<file path="config.mk">
export PLATFORM = sky130hd
export DESIGN_NAME = matrix_add_scheduler
export DESIGN_NICKNAME = d
export VERILOG_FILES = /design/src/rtl/matrix_add_scheduler.sv
export SDC_FILE = /design/constraint.sdc
export NUM_CORES = 1
export LEC_CHECK = 0
export CAP_MARGIN = 10
export CORE_MARGIN = 4
export CORE_UTILIZATION = 40
export DETAILED_ROUTE_END_ITERATION = 12
export PLACE_DENSITY_LB_ADDON = 0.08
export SLEW_MARGIN = 0
export SYNTH_ARGS = -nofsm -noshare
export SYNTH_HDL_FRONTEND = slang
export SYNTH_SLANG_ARGS = --single-unit
</file>
<file path="constraint.sdc">
create_clock -name clk -period 1.5 [get_ports clk]
set_input_delay 0.3 -clock clk [delete_from_list [all_inputs] [get_ports clk]]
set_output_delay 0.3 -clock clk [all_outputs]
set_load 0.02 [all_outputs]
</file>
<file path="src/rtl/matrix_add_scheduler.sv">
// Round-robin scheduler sharing one 4x4 matrix-add engine between two
// requesters. Grants in IDLE, pulses eng_start, waits for eng_done with a
// timeout, then returns a single-cycle response to the granted requester.
module matrix_add_scheduler #(
  parameter int TIMEOUT = 64
) (
  input  logic        clk,
  input  logic        rst_n,
  input  logic [1:0]  req,
  output logic        eng_start,
  output logic        eng_sel,
  input  logic        eng_done,
  output logic [1:0]  rsp_valid,
  output logic        rsp_err,
  output logic        busy,
  output logic        stray_err,
  output logic [15:0] op_cnt
);

  typedef enum logic [1:0] {
    IDLE  = 2'd0,
    START = 2'd1,
    WAIT  = 2'd2,
    RESP  = 2'd3
  } state_t;

  // The wait counter holds the number of cycles since eng_start was raised,
  // so the abort lands exactly TIMEOUT cycles after the start pulse.
  localparam logic [7:0] WLIM = 8'(TIMEOUT - 1);

  state_t     state;
  state_t     state_nx;
  logic [7:0] wcnt;
  logic [7:0] wcnt_nx;
  logic       sel_nx;
  logic       err_nx;
  logic       last_grant;

  // Next-state, grant and timeout decisions.
  always_comb begin
    state_nx = state;
    wcnt_nx  = wcnt;
    sel_nx   = eng_sel;
    err_nx   = 1'b0;
    case (state)
      IDLE: begin
        if (|req) begin
          state_nx = START;
          wcnt_nx  = 8'd0;
          // Contention goes to whoever did not win last; otherwise the lone requester.
          sel_nx   = (req == 2'b11) ? ~last_grant : req[1];
        end
      end
      START: begin
        state_nx = WAIT;
        wcnt_nx  = wcnt + 8'd1;
      end
      WAIT: begin
        wcnt_nx = wcnt + 8'd1;
        // Completion is checked first so a done on the final cycle is not an error.
        if (eng_done) begin
          state_nx = RESP;
        end else if (wcnt == WLIM) begin
          state_nx = RESP;
          err_nx   = 1'b1;
        end
      end
      RESP: begin
        state_nx = IDLE;
      end
      default: begin
        state_nx = IDLE;
      end
    endcase
  end

  // State register plus registered outputs derived from the next state.
  always_ff @(posedge clk or negedge rst_n) begin
    if (!rst_n) begin
      state     <= IDLE;
      wcnt      <= 8'd0;
      eng_sel   <= 1'b0;
      eng_start <= 1'b0;
      busy      <= 1'b0;
      rsp_valid <= 2'b00;
      rsp_err   <= 1'b0;
    end else begin
      state     <= state_nx;
      wcnt      <= wcnt_nx;
      eng_sel   <= sel_nx;
      eng_start <= (state_nx == START);
      busy      <= (state_nx != IDLE);
      rsp_valid <= (state_nx == RESP) ? (eng_sel ? 2'b10 : 2'b01) : 2'b00;
      rsp_err   <= (state_nx == RESP) && err_nx;
    end
  end

  // Bookkeeping done while the response is on the wire: fairness and success count.
  always_ff @(posedge clk or negedge rst_n) begin
    if (!rst_n) begin
      last_grant <= 1'b1;
      op_cnt     <= 16'd0;
    end else if (state == RESP) begin
      last_grant <= eng_sel;
      if (!rsp_err) begin
        op_cnt <= op_cnt + 16'd1;
      end
    end
  end

  // Sticky flag for engine completions that arrive when nothing is waiting.
  always_ff @(posedge clk or negedge rst_n) begin
    if (!rst_n) begin
      stray_err <= 1'b0;
    end else if (eng_done && (state != WAIT)) begin
      stray_err <= 1'b1;
    end
  end

endmodule

</file>
# Yosys cells after proc, flatten, opt, wreduce, memory -nomap -nowiden
# Index checks and enable logic that the tools add are counted.
# op_classes
muxes	12
bitwise_logic	2
n_eq_ne	9
reduce_logical	10
addsub	2
# op_table
operator	n
$add 16x1->16 const B	1
$pmux 8 s2	1
$mux 2	5
$add 8x1->8 const B	1
$eq 2x2->1 const B	4
$eq 8x6->1 const B	1
$mux 8	1
$pmux 2 s4	1
$reduce_and 2->1	3
$eq 2x1->1 const B	2
$mux 1	4
$ne 2x2->1 const B	2
$reduce_bool 2->1	2
$reduce_or 2->1	2
$logic_and 1x1->1	2
$logic_not 2->1	1
$not 1->1	2
# word_totals
ff_bits	34
out_inout_bits	23
elab_cells	45

# Depth between registers and ports, before layout
# depth
word_depth	6
ltp_mapped	6

# Worst setup path before layout
# Ideal clock, no wire load.
# synth_timing
kind	register to register
start	register state[0]
end	register wcnt[3]
path_slack_ps	-56
required_ps	1405
stages_incl_launch_ff	7
n_path_buf	0
setup_ps	95
t_arrival_ps	1461
path_cell_list	dfrtp_1 -> inv_1 -> ha_1 -> nor3b_1 -> or2_2 -> o21ai_0 -> o31ai_1
# synth_between
elab_chain_len	4
# synth_rtl
element	line	text
start, declared	31	state_t state;
start signal, assigned	88	state <= state_nx;
$eq 2x2->1 / $eq 2x1->1 (equally long branches)	45	case (state)
$reduce_or 2->1 (no line)	--	
$reduce_bool 2->1 (no line)	--	
$reduce_and 2->1 (no line)	--	
end signal, assigned	89	wcnt <= wcnt_nx;
end, declared	33	logic [7:0] wcnt;
# Several ways; a longest one is shown, not always the timed one.
# A chain may end at the register's enable or synchronous reset.

# Worst setup path after layout
# Same ends and word-level chain as after synthesis.

==> metrics.md <==
| Metric | Value |
|---|---|
| Status | `complete, but fails checks` |
| Failing checks | `setup timing` |
| Area share of the largest cell type after synthesis | `a little over half` |
| Routed wire length per instance | `13.7 um` |
| Vias/cell | `around 5` |
| Total global-route track usage | `14.4%` |
| Fin. max-slew vios | `0` |
| Input/output buffers | `27` |
| Pwr Total | `a little under 0.004 W` |
| Clk pwr share | `between 15 and 20%` |
| CTS tree | `done` |
| Internal | `between 0.002 and 0.0025 W` |
| Vias in the first global route | `roughly 1200` |
| Placed insts | `roughly 230` |
| Core Area | `3690 um2` |
| Final setup viols | `6` |
| Yosys warns | `0` |
| CTS sink cnt | `34` |
| Fraction of the mapped netlist area in compound gates | `around 5%` |
| FMAX | `0.642 GHz` |
| 1st-iter DRT viols | `34` |
| Gr ovfl total | `0` |
| Nets | `roughly 210` |
| Starting density of the core | `a little over two fifths` |
| Post-synthesis average cell area | `~11 um2` |
| Root Buffer | `clkbuf_8` |
| Clock buffer depth | `2` |
| CP max FO | `6` |
| Met2 wire len | `about 1800 um` |
| NetSw | `around 0.0015 W` |
| Max Cap Viol | `0` |
| Slew HR | `74.4%` |
| Most frequent cells in the layout | `dfrtp_1, dlygate4sd2_1, buf_4, nand2_1, xnor2_1` |
| Switching Fraction | `roughly 39%` |
| Clock transition at path regs | `~0.070 ns` |
| Area grow syn2layout | `46.7%` |
| Die ar. | `between 4000 and 5000 um2` |
| Post-Synth Simple-Gate Area | `22.9%` |
| Worst-Margin Slew | `approximately 0.38 ns` |
| TritonRoute pass-1 iters | `4` |
| Period utilization | `104%` |
| Setup crit end kind | `flip-flop` |
| Leading area contributor after synthesis | `dfrtp_1` |
| Yosys reg bits | `34` |
| Sequential fraction of the synthesis area | `a little under three fifths` |
| Power per Cell Area | `approximately 1700 nW/um2` |
| Core Rows | `22` |
| Largest net degree at the start of global routing | `25` |
| Seq pwr share | `35.3%` |
| Mux cell area share after synthesis | `less than 1%` |
| Most common cell after layout, fill and taps aside | `dfrtp_1` |
| Leakage Power | `between 1 and 1.5 nW` |
| Final min period | `approximately 1.6 ns` |
| Cts bufs inserted | `5` |
| Largest family of logic cells by synthesized area | `simple AND/OR/NAND/NOR gates` |
| Via Count | `1200` |
| First-pass GRT wire length | `about 5500 um` |
| Hold Path Class | `primary input to asynchronous set/reset pin` |
| Final non-filler cell total | `246` |
| Initial antenna violation count | `0` |
| Routed length on met1 | `1420 um` |
| Setup ws final | `-0.0577 ns` |
| Antenna Cells | `0` |
| Crit Path Class | `flip-flop to flip-flop` |
| RSZ-0062 raised after global routing | `true` |
| CTS hold repair buffers | `0` |
| Detail Route met3 WL | `between 150 and 200 um` |
| Critical Path RT | `~1.7 ns` |
| Share of layout cells above drive strength 1 | `between 30% and 40%` |
| Netlist Area Pre-Place | `around 1500 um2` |
| Worst Path Arrival | `around 1.7 ns` |
| Clock Latency Late Sink | `between 0.2 and 0.3 ns` |
| Startpoint Class | `flip-flop` |
| # IOs | `28` |
| Final GP Congestion | `0.777` |
| Total wire length | `3370 um` |
| Max Used Layer | `met4` |
| Combinational cell fraction of total power | `between 40 and 50%` |
| Adder-Cell Fraction of Synth Area | `4.05%` |
| Die H | `roughly 70 um` |
| Synth Instances | `140` |
| DRC Markers | `0` |
| Netlist cell types | `35` |
| DP Wirelength | `~2400 um` |
| Worst Clk Skew | `between 0.006 and 0.007 ns` |
| Mapped Nets | `150` |
| Final antenna-violating net count | `0` |
| Peak VDD IR | `approximately 1.1 mV` |
| XOR/XNOR Fraction of Synth Area | `a little over a tenth` |
| Htree depth | `2` |
| Top post-synthesis cells by area | `dfrtp_1, xnor2_1, nand2_1` |
| Die Wd | `about 70 um` |
| Final Hold Fails | `0` |
worst paths after layout:
kind / from / endpoint / slack, ns / cells past startpoint
worst max-delay path: state[0] / wcnt[3] / -0.06 / 7
max in group asynchronous: rst_n / state[0] / 0.80 / 2
worst max register to register: state[0] / wcnt[3] / -0.06 / 7
min in group clk: stray_err / stray_err / 0.46 / 1
worst min register to register: stray_err / stray_err / 0.46 / 1
worst min-delay path: rst_n / stray_err / 0.28 / 1
worst max-delay path: stages, from the launching register on:
cell	delay (ns)
dfrtp_2	0.41
inv_2	0.06
ha_4	0.17
nor3b_4	0.15
buf_6	0.14
or2_4	0.28
o21ai_2	0.13
o31ai_1	0.09
power by group through the flow:
| stage | registers [W] | logic, W | clock network, W |
|---|---|---|---|
| finish | 0.00140 | 0.00187 | 0.000682 |
| global route | 0.00143 | 0.00206 | 0.000752 |
| CTS | 0.00137 | 0.00161 | 0.000712 |
| detailed placement | 0.00138 | 0.00157 | 0 |
| global placement | 0.00137 | 0.00153 | 0 |
| floorplan | 0.00149 | 0.000740 | 0 |
logic make-up (layout without fill, tap and decap cells):
logic type | Yosys count | after routing
mux | 1 | 1
xor+xnor | 19 | 19
simple gates | 64 | 64
fa+ha+maj | 5 | 5
buf+inv | 6 | 64
flops | 34 | 34
compound gates | 11 | 11
metal layers:
layer	GRT usage [%]	vias up
met5	0	-
met4	5.11	0
met3	5.18	2
met2	23.2	30
met1	17.7	571
li1	-	597
what timing repair did:
action | in CTS | in global routing
endpoints found under the setup margin | 40 | 23
gates resized for setup | 32 | 26
pin swaps | 3 | 14
setup buffers | 2 | 5
cloned | 0 | 0
registers in the layout (all words and copies together), names as in the netlist:
signal,cells
op_cnt,16
wcnt,8
rsp_valid,2
state,2
busy,1
eng_sel,1
eng_start,1
last_grant,1
rsp_err,1
stray_err,1
cell type report:
| type | instances | area, um2 |
|---|---|---|
| fillers | 320 | 1420 |
| flip-flops and latches | 34 | 855 |
| multi-input cells | 100 | 805 |
| repair buffers | 51 | 439 |
| clock buffers | 7 | 86.3 |
| well taps | 48 | 60.1 |
| inverters | 5 | 18.8 |
| clock inverters | 1 | 5.00 |
through the flow:
stage	setup slack, ns	area, um2	util (%)	hold slack (ns)	TNS, ns
after CTS	-0.0313	2140	57.9	0.273	-0.0313
after detailed placement	-0.209	2030	54.9	0.449	-1.40
after global placement	-0.121	2030	54.9	0.446	-0.990
after floorplan	0.0124	1550	-	0.00441	0
final	-0.0577	2270	61.5	0.278	-0.118
after global routing	-0.137	2270	61.5	0.277	-0.831
Yosys cell counts (all sizes together):
master   n
a21o     1
a21oi    1
a31oi    1
a32o     1
and2     1
and3     4
and4     1
clkbuf   1
dfrtp   33
dfstp    1
ha       5
inv      5
mux2     1
nand2   19
nand2b   2
nand3    6
nand3b   1
nand4    4
nor2    11
nor2b    2
nor3     4
nor3b    2
nor4     5
o21ai    5
o31ai    1
o41ai    1
or2      1
or4      1
xnor2   14
xor2     5
No activity file was read; power rests on OpenSTA's default activity.
